$ cat src/rtl/mat_key_if.sv
// Key-code handshake between the keypad controller and its consumer.
// Valid/ready: a code transfers on a rising clk edge where key_valid and
// key_ready are both 1; while key_valid=1 and key_ready=0 the producer holds
// key_code stable, and key_valid never depends combinationally on key_ready.
interface mat_key_if;
    logic       key_valid;
    logic [3:0] key_code;
    logic       key_ready;

    // Producer side: the keypad controller.
    modport master (
        output key_valid,
        output key_code,
        input  key_ready
    );

    // Consumer side: downstream logic reading key codes.
    modport slave (
        input  key_valid,
        input  key_code,
        output key_ready
    );
endinterface

$ cat src/rtl/mat_key_ctrl.sv
// 4x4 keypad controller: scan strobe generation, press-edge detection on
// all 16 keys, fixed-priority serialisation of simultaneous presses and a
// small key-code FIFO read through the mat_key_if valid/ready handshake.
module mat_key_ctrl #(
    parameter int CLK_DIV    = 50000,
    parameter int FIFO_DEPTH = 4
) (
    input  logic             clk,
    input  logic             rst_n,
    output logic             scan_en,
    input  logic [15:0]      btn_lvl,
    mat_key_if.master        kif,
    output logic [15:0]      pending,
    output logic             overflow,
    input  logic             clr_ovf
);

    localparam int DW = (CLK_DIV > 1) ? $clog2(CLK_DIV) : 1;
    localparam int PW = (FIFO_DEPTH > 1) ? $clog2(FIFO_DEPTH) : 1;
    localparam int CW = $clog2(FIFO_DEPTH + 1);

    localparam logic [DW-1:0] DIV_MAX   = DW'(CLK_DIV - 1);
    localparam logic [PW-1:0] PTR_MAX   = PW'(FIFO_DEPTH - 1);
    localparam logic [CW-1:0] CNT_FULL  = CW'(FIFO_DEPTH);

    // Scan divider state.
    logic [DW-1:0] div_cnt;

    // Edge detection and arbitration.
    logic [15:0]   prev_lvl;
    logic [15:0]   press;
    logic [15:0]   grant;
    logic [15:0]   pending_nxt;
    logic [3:0]    grant_idx;
    logic          push_ok;
    logic          push;
    logic          pop;
    logic          lost_press;

    // Key-code queue.
    logic [3:0]    fifo_mem [FIFO_DEPTH];
    logic [PW-1:0] wr_ptr;
    logic [PW-1:0] rd_ptr;
    logic [CW-1:0] count;

    // Divider counts 0..CLK_DIV-1; the strobe is registered so it rises on
    // the edge where the counter wraps.
    always_ff @(posedge clk or negedge rst_n) begin
        if (!rst_n) begin
            div_cnt <= '0;
            scan_en <= 1'b0;
        end else begin
            scan_en <= (div_cnt == DIV_MAX);
            if (div_cnt == DIV_MAX) begin
                div_cnt <= '0;
            end else begin
                div_cnt <= div_cnt + 1'b1;
            end
        end
    end

    // Press edges are taken every cycle; prev resets to all-ones so keys
    // held through reset stay silent until released and pressed again.
    always_ff @(posedge clk or negedge rst_n) begin
        if (!rst_n) begin
            prev_lvl <= 16'hFFFF;
        end else begin
            prev_lvl <= btn_lvl;
        end
    end

    assign press = btn_lvl & ~prev_lvl;

    // Queue handshake terms; pop only depends on registered valid.
    assign pop     = kif.key_valid & kif.key_ready;
    assign push_ok = (count < CNT_FULL) || pop;

    // Fixed priority: the lowest-numbered pending key wins the single push
    // slot. Only registered pending is considered, so a fresh press always
    // spends one cycle in pending before it can be granted.
    always_comb begin
        grant_idx = 4'd0;
        for (int i = 15; i >= 0; i--) begin
            if (pending[i]) begin
                grant_idx = 4'(i);
            end
        end
    end

    // One-hot grant, suppressed when the queue cannot accept a code.
    always_comb begin
        grant = 16'h0000;
        if (push_ok && (pending != 16'h0000)) begin
            grant = 16'h0001 << grant_idx;
        end
    end

    assign push        = (grant != 16'h0000);
    assign pending_nxt = (pending & ~grant) | press;
    // A repeat press on a key still waiting for a slot cannot be recorded.
    assign lost_press  = |(press & pending & ~grant);

    // Pending set and sticky overflow; a new loss wins over a clear.
    always_ff @(posedge clk or negedge rst_n) begin
        if (!rst_n) begin
            pending  <= 16'h0000;
            overflow <= 1'b0;
        end else begin
            pending <= pending_nxt;
            if (lost_press) begin
                overflow <= 1'b1;
            end else if (clr_ovf) begin
                overflow <= 1'b0;
            end
        end
    end

    // Queue storage: written at the write pointer on every push. When the
    // queue is full and popping, wr_ptr equals rd_ptr and the head slot is
    // reused after its code has been handed over this same cycle.
    always_ff @(posedge clk) begin
        if (push) begin
            fifo_mem[wr_ptr] <= grant_idx;
        end
    end

    // Pointers wrap modulo FIFO_DEPTH; count tracks occupancy.
    always_ff @(posedge clk or negedge rst_n) begin
        if (!rst_n) begin
            wr_ptr <= '0;
            rd_ptr <= '0;
            count  <= '0;
        end else begin
            if (push) begin
                wr_ptr <= (wr_ptr == PTR_MAX) ? '0 : wr_ptr + 1'b1;
            end
            if (pop) begin
                rd_ptr <= (rd_ptr == PTR_MAX) ? '0 : rd_ptr + 1'b1;
            end
            case ({push, pop})
                2'b10:   count <= count + 1'b1;
                2'b01:   count <= count - 1'b1;
                default: count <= count;
            endcase
        end
    end

    // Head presentation; reads as zero whenever the queue is empty.
    always_comb begin
        kif.key_valid = (count != '0);
        kif.key_code  = 4'd0;
        if (count != '0) begin
            kif.key_code = fifo_mem[rd_ptr];
        end
    end

endmodule
$ cat src/flat_wrapper.sv
// flat-port wrapper written by rule: the top's interface ports become plain ports
module mat_key_ctrl_flat 
#(
    parameter int CLK_DIV    = 50000,
    parameter int FIFO_DEPTH = 4
)
  (clk, rst_n, scan_en, btn_lvl, pending, overflow, clr_ovf, kif_key_valid, kif_key_code, kif_key_ready);
  mat_key_if kif_i ();
  input  logic clk;
  input  logic rst_n;
  output logic scan_en;
  input  logic [15:0] btn_lvl;
  output logic [15:0] pending;
  output logic overflow;
  input  logic clr_ovf;
  output wire logic [$bits(kif_i.key_valid)-1:0] kif_key_valid;
  output wire logic [$bits(kif_i.key_code)-1:0] kif_key_code;
  input wire logic [$bits(kif_i.key_ready)-1:0] kif_key_ready;
  assign kif_key_valid = kif_i.key_valid;
  assign kif_key_code = kif_i.key_code;
  assign kif_i.key_ready = kif_key_ready;
  mat_key_ctrl #(.CLK_DIV(CLK_DIV), .FIFO_DEPTH(FIFO_DEPTH)) u_core (.clk(clk), .rst_n(rst_n), .scan_en(scan_en), .btn_lvl(btn_lvl), .kif(kif_i), .pending(pending), .overflow(overflow), .clr_ovf(clr_ovf));
endmodule
$ cat config.mk
export PLATFORM = sky130hd
export DESIGN_NAME = mat_key_ctrl_flat
export DESIGN_NICKNAME = d
export VERILOG_FILES = /design/src/rtl/mat_key_if.sv /design/src/rtl/mat_key_ctrl.sv /design/src/flat_wrapper.sv
export SDC_FILE = /design/constraint.sdc
export NUM_CORES = 1
export LEC_CHECK = 0
export ABC_AREA = 0
export CORE_ASPECT_RATIO = 1.25
export CORE_MARGIN = 3
export CORE_UTILIZATION = 55
export DETAILED_ROUTE_END_ITERATION = 6
export PLACE_DENSITY = 0.79
export SETUP_SLACK_MARGIN = 0.1
export SYNTH_ARGS = -nofsm -noshare
export SYNTH_HDL_FRONTEND = slang
export SYNTH_SLANG_ARGS = --single-unit
$ cat constraint.sdc
create_clock -name clk -period 3.37 [get_ports clk]
set_clock_uncertainty 0.15 [all_clocks]
set_input_delay 0.674 -clock clk [delete_from_list [all_inputs] [get_ports clk]]
set_output_delay 0.674 -clock clk [all_outputs]
set_load 0.005 [all_outputs]
Word level (Yosys, flattened, before mapping)

Memory sizes are Yosys's and may differ from the RTL's.
Cells that the tools add are included.
W data, S select, Z words.

Shift-type cells: 1
Mux-type cells: 26
Bitwise logic cells: 8
Equality and inequality tests: 5
$lt $le $gt $ge: 1
Add/subtract/negate cells: 5
Reduce and logical (&&, ||, !) cells: 8

Operator list:

| kind                    | number |
|---|---|
| $mux W4                 | 17 |
| $and A16 B16 Y16        | 4 |
| $mux W16                | 2 |
| $not A16 Y16            | 2 |
| $reduce_bool A16 Y1     | 2 |
| $add A16 B1 Y16 const B | 1 |
| $eq A16 B16 Y1 const B  | 1 |
| $or A16 B16 Y16         | 1 |
| $reduce_or A16 Y1       | 1 |
| $shl A1 B4 Y16 const A  | 1 |
| $eq A2 B2 Y1 const B    | 3 |
| $pmux W3 S2             | 1 |
| $add A2 B1 Y2 const B   | 2 |
| $mux W1                 | 4 |
| $mux W2                 | 2 |
| $reduce_bool A2 Y1      | 2 |
| $add A3 B1 Y3 const B   | 1 |
| $lt A3 B3 Y1 const B    | 1 |
| $reduce_bool A3 Y1      | 1 |
| $sub A3 B1 Y3 const B   | 1 |
| $eq A2 B1 Y1 const B    | 1 |
| $and A1 B1 Y1           | 1 |
| $logic_and A1 B1 Y1     | 1 |
| $logic_or A1 B1 Y1      | 1 |

RAM bits: 16
Logic and storage cells: 63
Bits of input ports: 20
Output and inout port bits: 23
Memories: 1
Register bits after elaboration: 57

Memories:

| memory          | words | bits a word | rd ports | clocked after memory_dff | write ports | line               | source |
|---|---|---|---|---|---|---|---|
| u_core.fifo_mem | 4     | 4           | 1        | 0                        | 1           | mat_key_ctrl.sv:41 | `logic [3:0] fifo_mem [FIFO_DEPTH];` |

Depth between registers and ports, before layout

Gate-level depths: netlist of the first run.

Depth after elaboration: 22
Depth in mapped cells: 11
Depth with buffers taken out: 11

Worst setup path before layout of the first run

Ideal clock, no wire load.

Path kind: flip-flop to flip-flop
Start point: register u_core.pending[12]
End point: register u_core.count[2]
Slack: 0.813 ns
Period minus slack after synthesis: 2.557 ns
Required time: 3.141 ns
Path buffers: 0
Arrival: 2.328 ns
Cell stages (with the launch flop): 11
Setup time: 0.079 ns
Cells stage by stage: dfrtp_1 -> or4_1 -> nor2_1 -> a31oi_1 -> inv_1 -> ha_1 -> inv_1 -> fa_1 -> xor2_1 -> nor2_1 -> xor2_1

Word-level cells in the longest chain between the ends: 18
Elaborated cells between the ends (all ways): 22

Ends and longest elaborated chain:

| what                                                     | line                | source |
|---|---|---|
| start: declaration                                       | mat_key_ctrl.sv:13  | `output logic [15:0] pending,` |
| start signal: assignment                                 | mat_key_ctrl.sv:109 | `pending <= pending_nxt;` |
| $mux W4 (13 in series)                                   | mat_key_ctrl.sv:84  | `if (pending[i]) begin` |
| $shl A1 B4 Y16                                           | mat_key_ctrl.sv:94  | `grant = 16'h0001 << grant_idx;` |
| $mux W16 (*)                                             | mat_key_ctrl.sv:93  | `if (push_ok && (pending != 16'h0000)) begin` |
| $reduce_bool A16 Y1 (*)                                  | mat_key_ctrl.sv:98  | `assign push = (grant != 16'h0000);` |
| $eq A2 B1 Y1 / $eq A2 B2 Y1 (equally long branches)      | mat_key_ctrl.sv:140 | `case ({push, pop})` |
| $pmux W3 S2 / $reduce_bool A2 Y1 (equally long branches) | n/a                 |  |
| end signal: assignment                                   | mat_key_ctrl.sv:141 | `2'b10: count <= count + 1'b1;` |
| end signal: assignment                                   | mat_key_ctrl.sv:142 | `2'b01: count <= count - 1'b1;` |
| end signal: assignment                                   | mat_key_ctrl.sv:143 | `default: count <= count;` |
| end: declaration                                         | mat_key_ctrl.sv:44  | `logic [CW-1:0] count;` |

Every way passes the cells marked *; elsewhere a longest branch is shown, timed or not.
A chain may end at the register's enable or synchronous reset.

Worst setup path after layout of the first run

Start point: register u_core.rd_ptr[0]
End point: output kif_key_code[2]

Word-level cells in the longest chain between the ends: 2

Ends and longest elaborated chain:

| what                     | line                | source |
|---|---|---|
| start: declaration       | mat_key_ctrl.sv:43  | `logic [PW-1:0] rd_ptr;` |
| start signal: assignment | mat_key_ctrl.sv:138 | `rd_ptr <= (rd_ptr == PTR_MAX) ? '0 : rd_ptr + 1'b1;` |
| $mem_v2 Z4 W4            | n/a                 |  |
| $mux W4                  | mat_key_ctrl.sv:152 | `if (count != '0) begin` |
| end: declaration         | flat_wrapper.sv:17  | `output wire logic [$bits(kif_i.key_code)-1:0] kif_key_code;` |

No other way between the ends.

==> results of run 1 <==
## layout make-up
class	count	area, um2
clock buffer	14	163
clock inverter	2	12.5
fill	463	1800
inverter	28	105
multi-input combinational	207	1390
sequential	73	1930
tap	82	103
timing repair buffer	44	430
## worst max-delay path by stage
stage                                        to  slack [ns]  depth (start not counted)
floorplan           u_core.count[2]$_DFFE_PN0P_        0.81                         10
global placement    u_core.count[2]$_DFFE_PN0P_        0.55                         10
detailed placement  u_core.count[2]$_DFFE_PN0P_        0.49                         10
CTS                             kif_key_code[2]        0.48                          3
global route        u_core.count[2]$_DFFE_PN0P_        0.37                         10
finish                          kif_key_code[2]        0.51                          3
## synthesized netlist by cell type, types with 3 or more instances
cell | count | share of area, %
dfrtp_1 | 41 | 30
o21ai_0 | 30 | 4.4
inv_1 | 27 | 2.9
nor2_1 | 25 | 2.7
nand2_1 | 23 | 2.5
dfstp_2 | 16 | 12
edfxtp_1 | 16 | 14
nor3_1 | 14 | 2.0
a21oi_1 | 8 | 1.2
and2_1 | 8 | 1.5
ha_1 | 7 | 2.5
nand4_1 | 7 | 1.3
nor2b_1 | 7 | 1.3
xnor2_1 | 7 | 1.8
xor2_1 | 6 | 1.5
nand2b_1 | 5 | 0.91
clkbuf_1 | 4 | 0.44
mux4_2 | 4 | 2.6
nand3_1 | 4 | 0.58
nor3b_1 | 4 | 0.87
a31oi_1 | 3 | 0.54
o31ai_1 | 3 | 0.65
or3_1 | 3 | 0.54
## where the power goes
part,switching [uW],internal [uW]
Clock,298,307
Sequential,130,1070
Combinational,296,344
## flip-flops by register name (all words and copies together), names as in the netlist
signal and flops:
u_core.count 3, u_core.div_cnt 16, u_core.fifo_mem 16, u_core.overflow 1, u_core.pending 16, u_core.prev_lvl 16, u_core.rd_ptr 2, u_core.scan_en 1
u_core.wr_ptr 2
## kinds of logic after synthesis
group                      count (synthesis)
xor gates and xnor gates                  13
and+or+nand+nor                          115
buffers and inverters                     33
muxes                                      6
adders and majority gates                  8
DFF                                       73
AOI/OAI and AO/OA                         65
## through the flow
stage	setup slack [ns]	power [uW]	utilization, %	instance area (um2)	hold slack, ns
2_1_floorplan	0.813	1570	-	3440	0.228
6_report	0.513	2440	69.6	4130	0.244
5_1_grt	0.372	2590	69.6	4130	0.302
3_3_place_gp	0.552	1820	66.7	3960	0.329
3_5_place_dp	0.488	1860	66.7	3960	0.336
4_1_cts	0.480	2470	69.6	4130	0.270
## layer usage
metal / global-route usage [%] / share of wire [%]
met1: 26.5 / 41
met2: 37.9 / 53
met3: 3.15 / 4.0
met4: 9.67 / 2.3
met5: 0 / 0
## cell usage in the layout, fill, tap and decap left out, types with 3 or more instances in the layout
cell type / count
nand2b_1: 5
ha_1: 7
nor2b_1: 7
inv_1: 27
o21ai_0: 30
or3_1: 3
clkdlybuf4s50_1: 41
clkbuf_1: 3
xnor2_1: 7
nand2_1: 23
nand4_1: 7
edfxtp_1: 16
nand3_1: 4
nor3b_1: 4
nor3_1: 14
dfstp_2: 16
dfrtp_1: 41
clkbuf_8: 11
nor2_1: 25
o31ai_1: 3
a31oi_1: 3
xor2_1: 6
a21oi_1: 8
mux4_2: 4
and2_1: 8
## worst max-delay path: cells and delay by family (launching register included)
family | cells | cell delay (ns)
buffers and inverters | 1 | 0.43
DFF | 1 | 0.55
muxes | 1 | 0.54
and+or+nand+nor | 1 | 0.17
==> key figures, run 1 <==
Status
  – Status: finished clean

Placement
  – HPWL after DPL: 5450 um
  – PortBufs: 42
  – Inst Count DP: 434
  – Placer Congestion: 0.899

Clock network
  – Clock transition at the registers of the reported paths: 0.08 ns
  – CTS sink cnt: 73
  – H-tree level count: 3
  – # hold bufs at CTS: 0
  – CTS tree: done
  – Post-CTS setup buffer count: 0
  – Clock Path Buffers: 2
  – Total CTS buffers: 9
  – Clock Latency Late Sink: 0.34 ns
  – Root Driver: clkbuf_8
  – Post-CTS sizing: 0

Timing
  – Final Critical Period: 2.86 ns
  – Sum Neg Setup Slack: 0 ns
  – RSZ-0062 raised after global routing: false
  – Final hold vios: 0
  – Max Slew Vio Count: 0
  – Max Fclk: 350 MHz
  – Worst slew pin tran: 0.753 ns
  – Final Setup Violations: 0
  – Final cycle utilization of the critical path: 84.8%
  – Slew margin rel.: 49.8%

Synthesis
  – Syn avg cell area: 11.0 um2
  – Seq cells post-synth: 73
  – Dominant synthesized flop cell: dfrtp_1
  – Largest family of logic cells by synthesized area: simple AND/OR/NAND/NOR gates
  – Register area share after synthesis: 55.9%
  – Netlist cell types: 58
  – Adder-cell share of the synthesized area: 3.12%
  – Ys async rst share: 78.1%
  – Syn. warnings: 0
  – Post-synth EDFFs: 16
  – Syn_nets: 341
  – Syn Inst Count: 313
  – Synthesized area: 3440 um2
  – Mux contribution to synthesized area: 3.23%
  – Compound-cell area share of the yosys netlist: 12.5%
  – Synth Area in XOR/XNOR: 3.31%
  – Simple-Gate Fraction of Synth Area: 18.3%

GRT
  – GRT Total Usage: 21.6%
  – Initial antenna violation count: 0
  – Vias in the first global route: 2564
  – Global-route wire length before repair: 12200 um
  – GRT overflow: 0
  – Largest net degree at the start of global routing: 35

Drt
  – Detailed-route wire length per cell: 15.9 um
  – Overall routed net length: 7180 um
  – Post-route DRC: 0
  – TritonRoute pass-1 iters: 4
  – DRT iter0 DRCs: 179
  – Vias/cell: 5.68
  – Routed Antenna Nets: 0
  – Vias after detailed routing: 2558

Setup path
  – R2R Setup Slk: 0.56 ns
  – Critical path startpoint: u_core.rd_ptr[0]$_DFFE_PN0P_
  – Worst reg2reg endpoint: u_core.count[2]$_DFFE_PN0P_
  – Setup crit end kind: primary output
  – Worst Reg-to-Reg Cells: 10
  – CP Cell Sequence: mux4_2 > and2_1 > clkdlybuf4s50_1
  – Critical path class: flop to primary output
  – Arr. time, crit path: 2.03 ns
  – Slowest cell on crit path: dfrtp_1
  – Crit start category: flop
  – Worst r2r src: u_core.pending[12]$_DFF_PN0_
  – Max FO, Critical Path: 7
  – Worst EP required: 2.55 ns
  – Crit path largest cell delay: 0.55 ns

Cells and area
  – Area growth syn-to-layout: 20.0%
  – Finished Layout Cells: 450
  – Antenna Cells: 0
  – Share of cells above drive strength 1: 13.3%
  – Nets: 391

Floorplan
  – I/O pin total: 43
  – Die Span Y: 94.5 um
  – Initial Util: 58.0%
  – Chip width: 76.8 um
  – Core Box Area: 5930 um2
  – Die area: 7250 um2
  – Num rows: 31

Pwr
  – Peak supply drop: 0.304 mV
  – Pwr/cell area: 591 nW/um2
  – P_leak: 0.00163 uW

Run
  – Max-Cap Viols: 0

Min path
  – Class of the worst hold path: input pin to asynchronous set/reset pin
No activity file was read; power rests on OpenSTA's default activity.
==> run 2, diff against run 1 <==
- CORE_UTILIZATION: 55 -> 50
- PLACE_DENSITY: 0.79 -> 0.76
- clock period: 3.37 -> 2.6 ns (I/O delays scaled with it)
==> run 2 against run 1 <==
  * Die area grew 9.3%
  * Clock-buffer cell count shrank 3
  * Wire length is 1.3% higher
  * Cell count increased by 5.1%
  * Sequential power grew 27%
  * Clock power increased by 60%
  * Power grew 40%
  * Critical path depth grew 7
==> key figures, run 2 (synthesis gave the netlist of run 1 again) <==
Cells and area
  – Final core utilization: 66.2%
  – Fill count: 516
  – Most frequent cells in the layout: 40 x dfrtp_1, 37 x clkdlybuf4s50_1, 29 x o21ai_0, 26 x inv_1, 24 x nor2_1
  – Area growth syn-to-layout: 27.0%
  – Finished Layout Cells: 473
  – Share of cells above drive strength 1: 20.2%
  – Nets: 409
  – Register area: 1930 um2
  – Antenna Cells: 0
  – Multi-input logic area: 1450 um2
  – Finished Cell Area: 4370 um2
  – Most common cell after layout, fill and taps aside: dfrtp_1

Timing
  – Hold slack: 0.161 ns
  – Max Fclk: 410 MHz
  – Max Slew Vio Count: 0
  – Sum Neg Setup Slack: 0 ns
  – Final Setup Violations: 0
  – Final hold vios: 0
  – Worst slew pin tran: 0.701 ns
  – Slew margin rel.: 53.3%
  – Final Critical Period: 2.44 ns
  – Final cycle utilization of the critical path: 93.8%
  – RSZ-0062 raised after global routing: true

GRT
  – Global-route wire length before repair: 12400 um
  – GRT Total Usage: 20.3%
  – Largest net degree at the start of global routing: 58
  – Vias in the first global route: 2685
  – GRT overflow: 0
  – Initial antenna violation count: 0

Floorplan
  – Initial Util: 52.1%
  – I/O pin total: 43
  – Num rows: 33
  – Core Box Area: 6610 um2
  – Die Span Y: 98.8 um
  – Chip width: 80.2 um
  – Die area: 7930 um2

Drt
  – DRT iter0 DRCs: 161
  – TritonRoute pass-1 iters: 4
  – Post-route DRC: 0
  – Detailed-route wire length per cell: 15.4 um
  – Vias after detailed routing: 2575
  – Overall routed net length: 7270 um
  – Vias/cell: 5.44
  – Routed Antenna Nets: 0

Clock network
  – CTS sink cnt: 73
  – Clock Latency Late Sink: 0.34 ns
  – Clock Path Buffers: 2
  – Clock transition at the registers of the reported paths: 0.07 ns
  – H-tree level count: 3
  – Total CTS buffers: 9
  – CTS tree: done
  – Root Driver: clkbuf_8

Setup path
  – CP top delay family: simple AND/OR/NAND/NOR gates
  – Critical path class: flop to flop
  – Max FO, Critical Path: 2
  – Slowest cell on crit path: or4_4
  – Worst reg2reg endpoint: u_core.count[2]$_DFFE_PN0P_
  – Crit path buf inv count: 2
  – CP Cell Sequence: or4_4 > nor2_4 > a31oi_4 > inv_2 > ha_2 > inv_1 > fa_2 > xor2_1 > nor2_1 > xor2_1
  – CP dominant cell by count: xor2_1
  – Worst r2r src: u_core.pending[12]$_DFF_PN0_
  – Worst EP required: 2.71 ns
  – Worst Reg-to-Reg Cells: 10
  – R2R Setup Slk: 0.16 ns
  – Arr. time, crit path: 2.55 ns
  – Crit start category: flop
  – Crit path largest cell delay: 0.56 ns
  – Setup crit end kind: flop

Status
  – Status: finished clean

Pwr
  – Peak supply drop: 0.431 mV
  – P_leak: 0.00174 uW
  – Pwr/cell area: 782 nW/um2

Placement
  – Placer Congestion: 0.904
  – Inst Count DP: 452
  – Post-DP Area: 4090 um2
  – PortBufs: 42
  – HPWL after DPL: 5380 um

Min path
  – Class of the worst hold path: input pin to asynchronous set/reset pin

Run
  – Max-Cap Viols: 0
-- run 2: cell types whose count changed in the layout (fill, tap and decap cells not counted), moves of 2 or more --
cell and change:
bufinv_16 +2, clkbuf_1 -2, clkdlybuf4s50_1 -4, buf_4 +17, dlygate4sd2_1 +3
-- run 2: how the worst max path moves through the flow --
stage	startpoint	endpoint	cells after the start
floorplan	u_core.pending[13]$_DFF_PN0_	u_core.count[2]$_DFFE_PN0P_	10
global placement	kif_key_ready	u_core.count[2]$_DFFE_PN0P_	10
detailed placement	kif_key_ready	u_core.count[2]$_DFFE_PN0P_	10
CTS	u_core.rd_ptr[0]$_DFFE_PN0P_	kif_key_code[3]	4
global route	u_core.pending[13]$_DFF_PN0_	u_core.count[2]$_DFFE_PN0P_	10
finish	u_core.pending[12]$_DFF_PN0_	u_core.count[2]$_DFFE_PN0P_	10
-- run 2: per-layer routing --
metal | up-vias | wire (um) | GRT usage, %
met2 | 60 | 3640 | 31.9
li1 | 1243 | - | -
met1 | 1253 | 3140 | 26.9
met5 | - | 0 | 0
met3 | 19 | 303 | 4.66
met4 | 0 | 185 | 8.84
-- run 2: final cells by class --
cell class | count | area share [%]
Sequential cell | 73 | 44.1
Multi-Input combinational cell | 207 | 33.1
Timing Repair Buffer | 62 | 12.9
Clock buffer | 11 | 3.23
Tap cell | 87 | 2.49
Inverter | 28 | 2.40
Clock inverter | 5 | 1.77
-- run 2: timing repair --
action,in CTS,in global routing
setup buffers,4,1
hold buffers,0,0
pin swaps,3,6
endpoints found under the setup margin,5,5
resized for setup,8,7
-- run 2: stage by stage --
stage | power [uW] | setup WS [ns]
2_1_floorplan | 2040 | 0.119
3_3_place_gp | 2410 | 0.0582
3_5_place_dp | 2450 | -0.00864
4_1_cts | 3410 | 0.102
5_1_grt | 3620 | 0.0495
6_report | 3420 | 0.162
-- run 2: report_power, final --
part           switching [uW]  internal (uW)  leakage, uW
Combinational             437            488     0.000844
Sequential                138           1390     0.000786
Clock                     402            566     0.000111
Total                     977           2440      0.00174
==> run 3, diff against run 2 <==
- CORE_MARGIN: 3 -> 4
==> run 3 against run 2 <==
  * Power is 2.9% higher
  * Clock-buffer cell count is 2 lower
  * Global-route usage is 0.37 points lower
  * Utilization is 0.22 points lower
  * Final area is 0.29% higher
  * Largest power group unchanged
  * Sequential share of layout area is 0.13 points lower
  * Non-clock buffer count stayed put
  * Largest cell class unchanged
  * Flip-flop and latch count stayed put
  * Via count is 1.2% higher
  * Highest routed layer unchanged
==> key figures, run 3 (synthesis gave the netlist of run 1 again) <==
Clock network
  – # hold bufs at CTS: 0
  – H-tree level count: 3
  – Total CTS buffers: 9
  – Root Driver: clkbuf_8
  – CTS tree: done
  – Clock Latency Late Sink: 0.36 ns
  – Clock Path Buffers: 2
  – CTS sink cnt: 73
  – Clock transition at the registers of the reported paths: 0.08 ns

GRT
  – Largest net degree at the start of global routing: 32
  – Initial antenna violation count: 0
  – GRT overflow: 0
  – Global-route wire length before repair: 12400 um
  – Vias in the first global route: 2646
  – GRT Total Usage: 19.9%

Floorplan
  – Num rows: 33
  – Core Box Area: 6650 um2
  – Chip width: 82.2 um
  – Die area: 8290 um2
  – I/O pin total: 43
  – Die Span Y: 101 um
  – Initial Util: 51.8%

Placement
  – HPWL after DPL: 5600 um
  – Post-DP Area: 4100 um2
  – Inst Count DP: 452
  – Placer Congestion: 0.863
  – PortBufs: 42

Setup path
  – Setup crit end kind: flop
  – Arr. time, crit path: 2.57 ns
  – Slowest cell on crit path: or4_4
  – Worst EP required: 2.73 ns
  – Max FO, Critical Path: 2
  – Critical path class: flop to flop
  – Crit start category: flop
  – Worst r2r src: u_core.pending[14]$_DFF_PN0_
  – Critical path startpoint: u_core.pending[14]$_DFF_PN0_
  – CP dominant cell by count: xor2_1
  – CP Cell Sequence: or4_4 > nor2_4 > a31oi_4 > inv_2 > ha_1 > inv_1 > fa_2 > xor2_1 > nor2_1 > xor2_1
  – Crit path largest cell delay: 0.56 ns

Drt
  – Vias after detailed routing: 2605
  – Detailed-route wire length per cell: 15.6 um
  – Vias/cell: 5.51
  – Overall routed net length: 7380 um
  – DRT iter0 DRCs: 172
  – Post-route DRC: 0
  – Routed Antenna Nets: 0
  – TritonRoute pass-1 iters: 4

Cells and area
  – Register area: 1930 um2
  – Most frequent cells in the layout: 40 x dfrtp_1, 37 x clkdlybuf4s50_1, 30 x o21ai_0, 26 x inv_1, 24 x nor2_1
  – Share of cells above drive strength 1: 19.7%
  – Antenna Cells: 0
  – Nets: 409
  – Most common cell after layout, fill and taps aside: dfrtp_1
  – Finished Cell Area: 4390 um2
  – Finished Layout Cells: 473
  – Fill count: 534
  – Area growth syn-to-layout: 27.3%
  – Multi-input logic area: 1430 um2

Timing
  – Final cycle utilization of the critical path: 93.5%
  – Max Fclk: 411 MHz
  – RSZ-0062 raised after global routing: true
  – Max Slew Vio Count: 0
  – Final hold vios: 0
  – Hold slack: 0.0222 ns
  – Worst slew pin tran: 0.619 ns
  – Slew margin rel.: 58.7%
  – Final Critical Period: 2.43 ns
  – Final Setup Violations: 0

Pwr
  – P_leak: 0.00175 uW
  – Total Power: 3520 uW
  – Pwr/cell area: 802 nW/um2
  – Peak supply drop: 0.524 mV

Run
  – Max-Cap Viols: 0

Status
  – Status: finished clean

Min path
  – Class of the worst hold path: input pin to asynchronous set/reset pin
[run 3: timing repair]
action,in CTS,in global routing
gates cloned,0,0
pin swaps,1,1
endpoints found under the setup margin,5,4
gates resized for setup,7,1
setup buffers,4,1
[run 3: power by group]
part / internal, uW / total, uW / switching, uW
Sequential: 1390 / 1510 / 121
Clock: 637 / 1070 / 434
Combinational: 484 / 937 / 453
[run 3: routing by layer]
layer	GRT usage (%)	up-vias	wire length, um
li1	-	1245	-
met3	3.94	16	313
met1	24.5	1273	3080
met4	8.44	0	145
met5	0	-	0
met2	33.5	71	3830
[run 3: path summary, 6_finish.rpt]
path                       slack, ns                      endpoint  depth (start not counted)
max                             0.17   u_core.count[2]$_DFFE_PN0P_                         10
min                             0.02   u_core.pending[8]$_DFF_PN0_                          1
max reg2reg                     0.17   u_core.count[2]$_DFFE_PN0P_                         10
min reg2reg                     0.34   u_core.div_cnt[0]$_DFF_PN0_                          1
max in group asynchronous       1.63  u_core.prev_lvl[1]$_DFF_PN1_                          2
min in group clk                0.34   u_core.div_cnt[0]$_DFF_PN0_                          1
[run 3: worst max-delay path: cells and delay by family (launching register included)]
| kind | cells | cell delay, ns |
|---|---|---|
| and+or+nand+nor | 3 | 0.80 |
| buffers and inverters | 2 | 0.15 |
| AOI/OAI and AO/OA | 1 | 0.10 |
| adders and majority gates | 2 | 0.50 |
| DFF | 1 | 0.38 |
| xor gates and xnor gates | 2 | 0.29 |
[run 3: layout make-up]
type | instances | area share [%]
Sequential cell | 73 | 44.0
Multi-Input combinational cell | 207 | 32.6
Timing Repair Buffer | 62 | 13.1
Clock buffer | 9 | 2.82
Clock inverter | 7 | 2.71
Tap cell | 87 | 2.48
Inverter | 28 | 2.40
[run 3: metrics by stage]
step	setup slack (ns)	TNS (ns)	utilization, %
floorplan	0.119	0	-
global placement	0.0606	0	61.7
detailed placement	-0.0284	-0.0284	61.7
CTS	0.106	0	65.8
global route	0.0671	0	66.0
finish	0.168	0	66.0
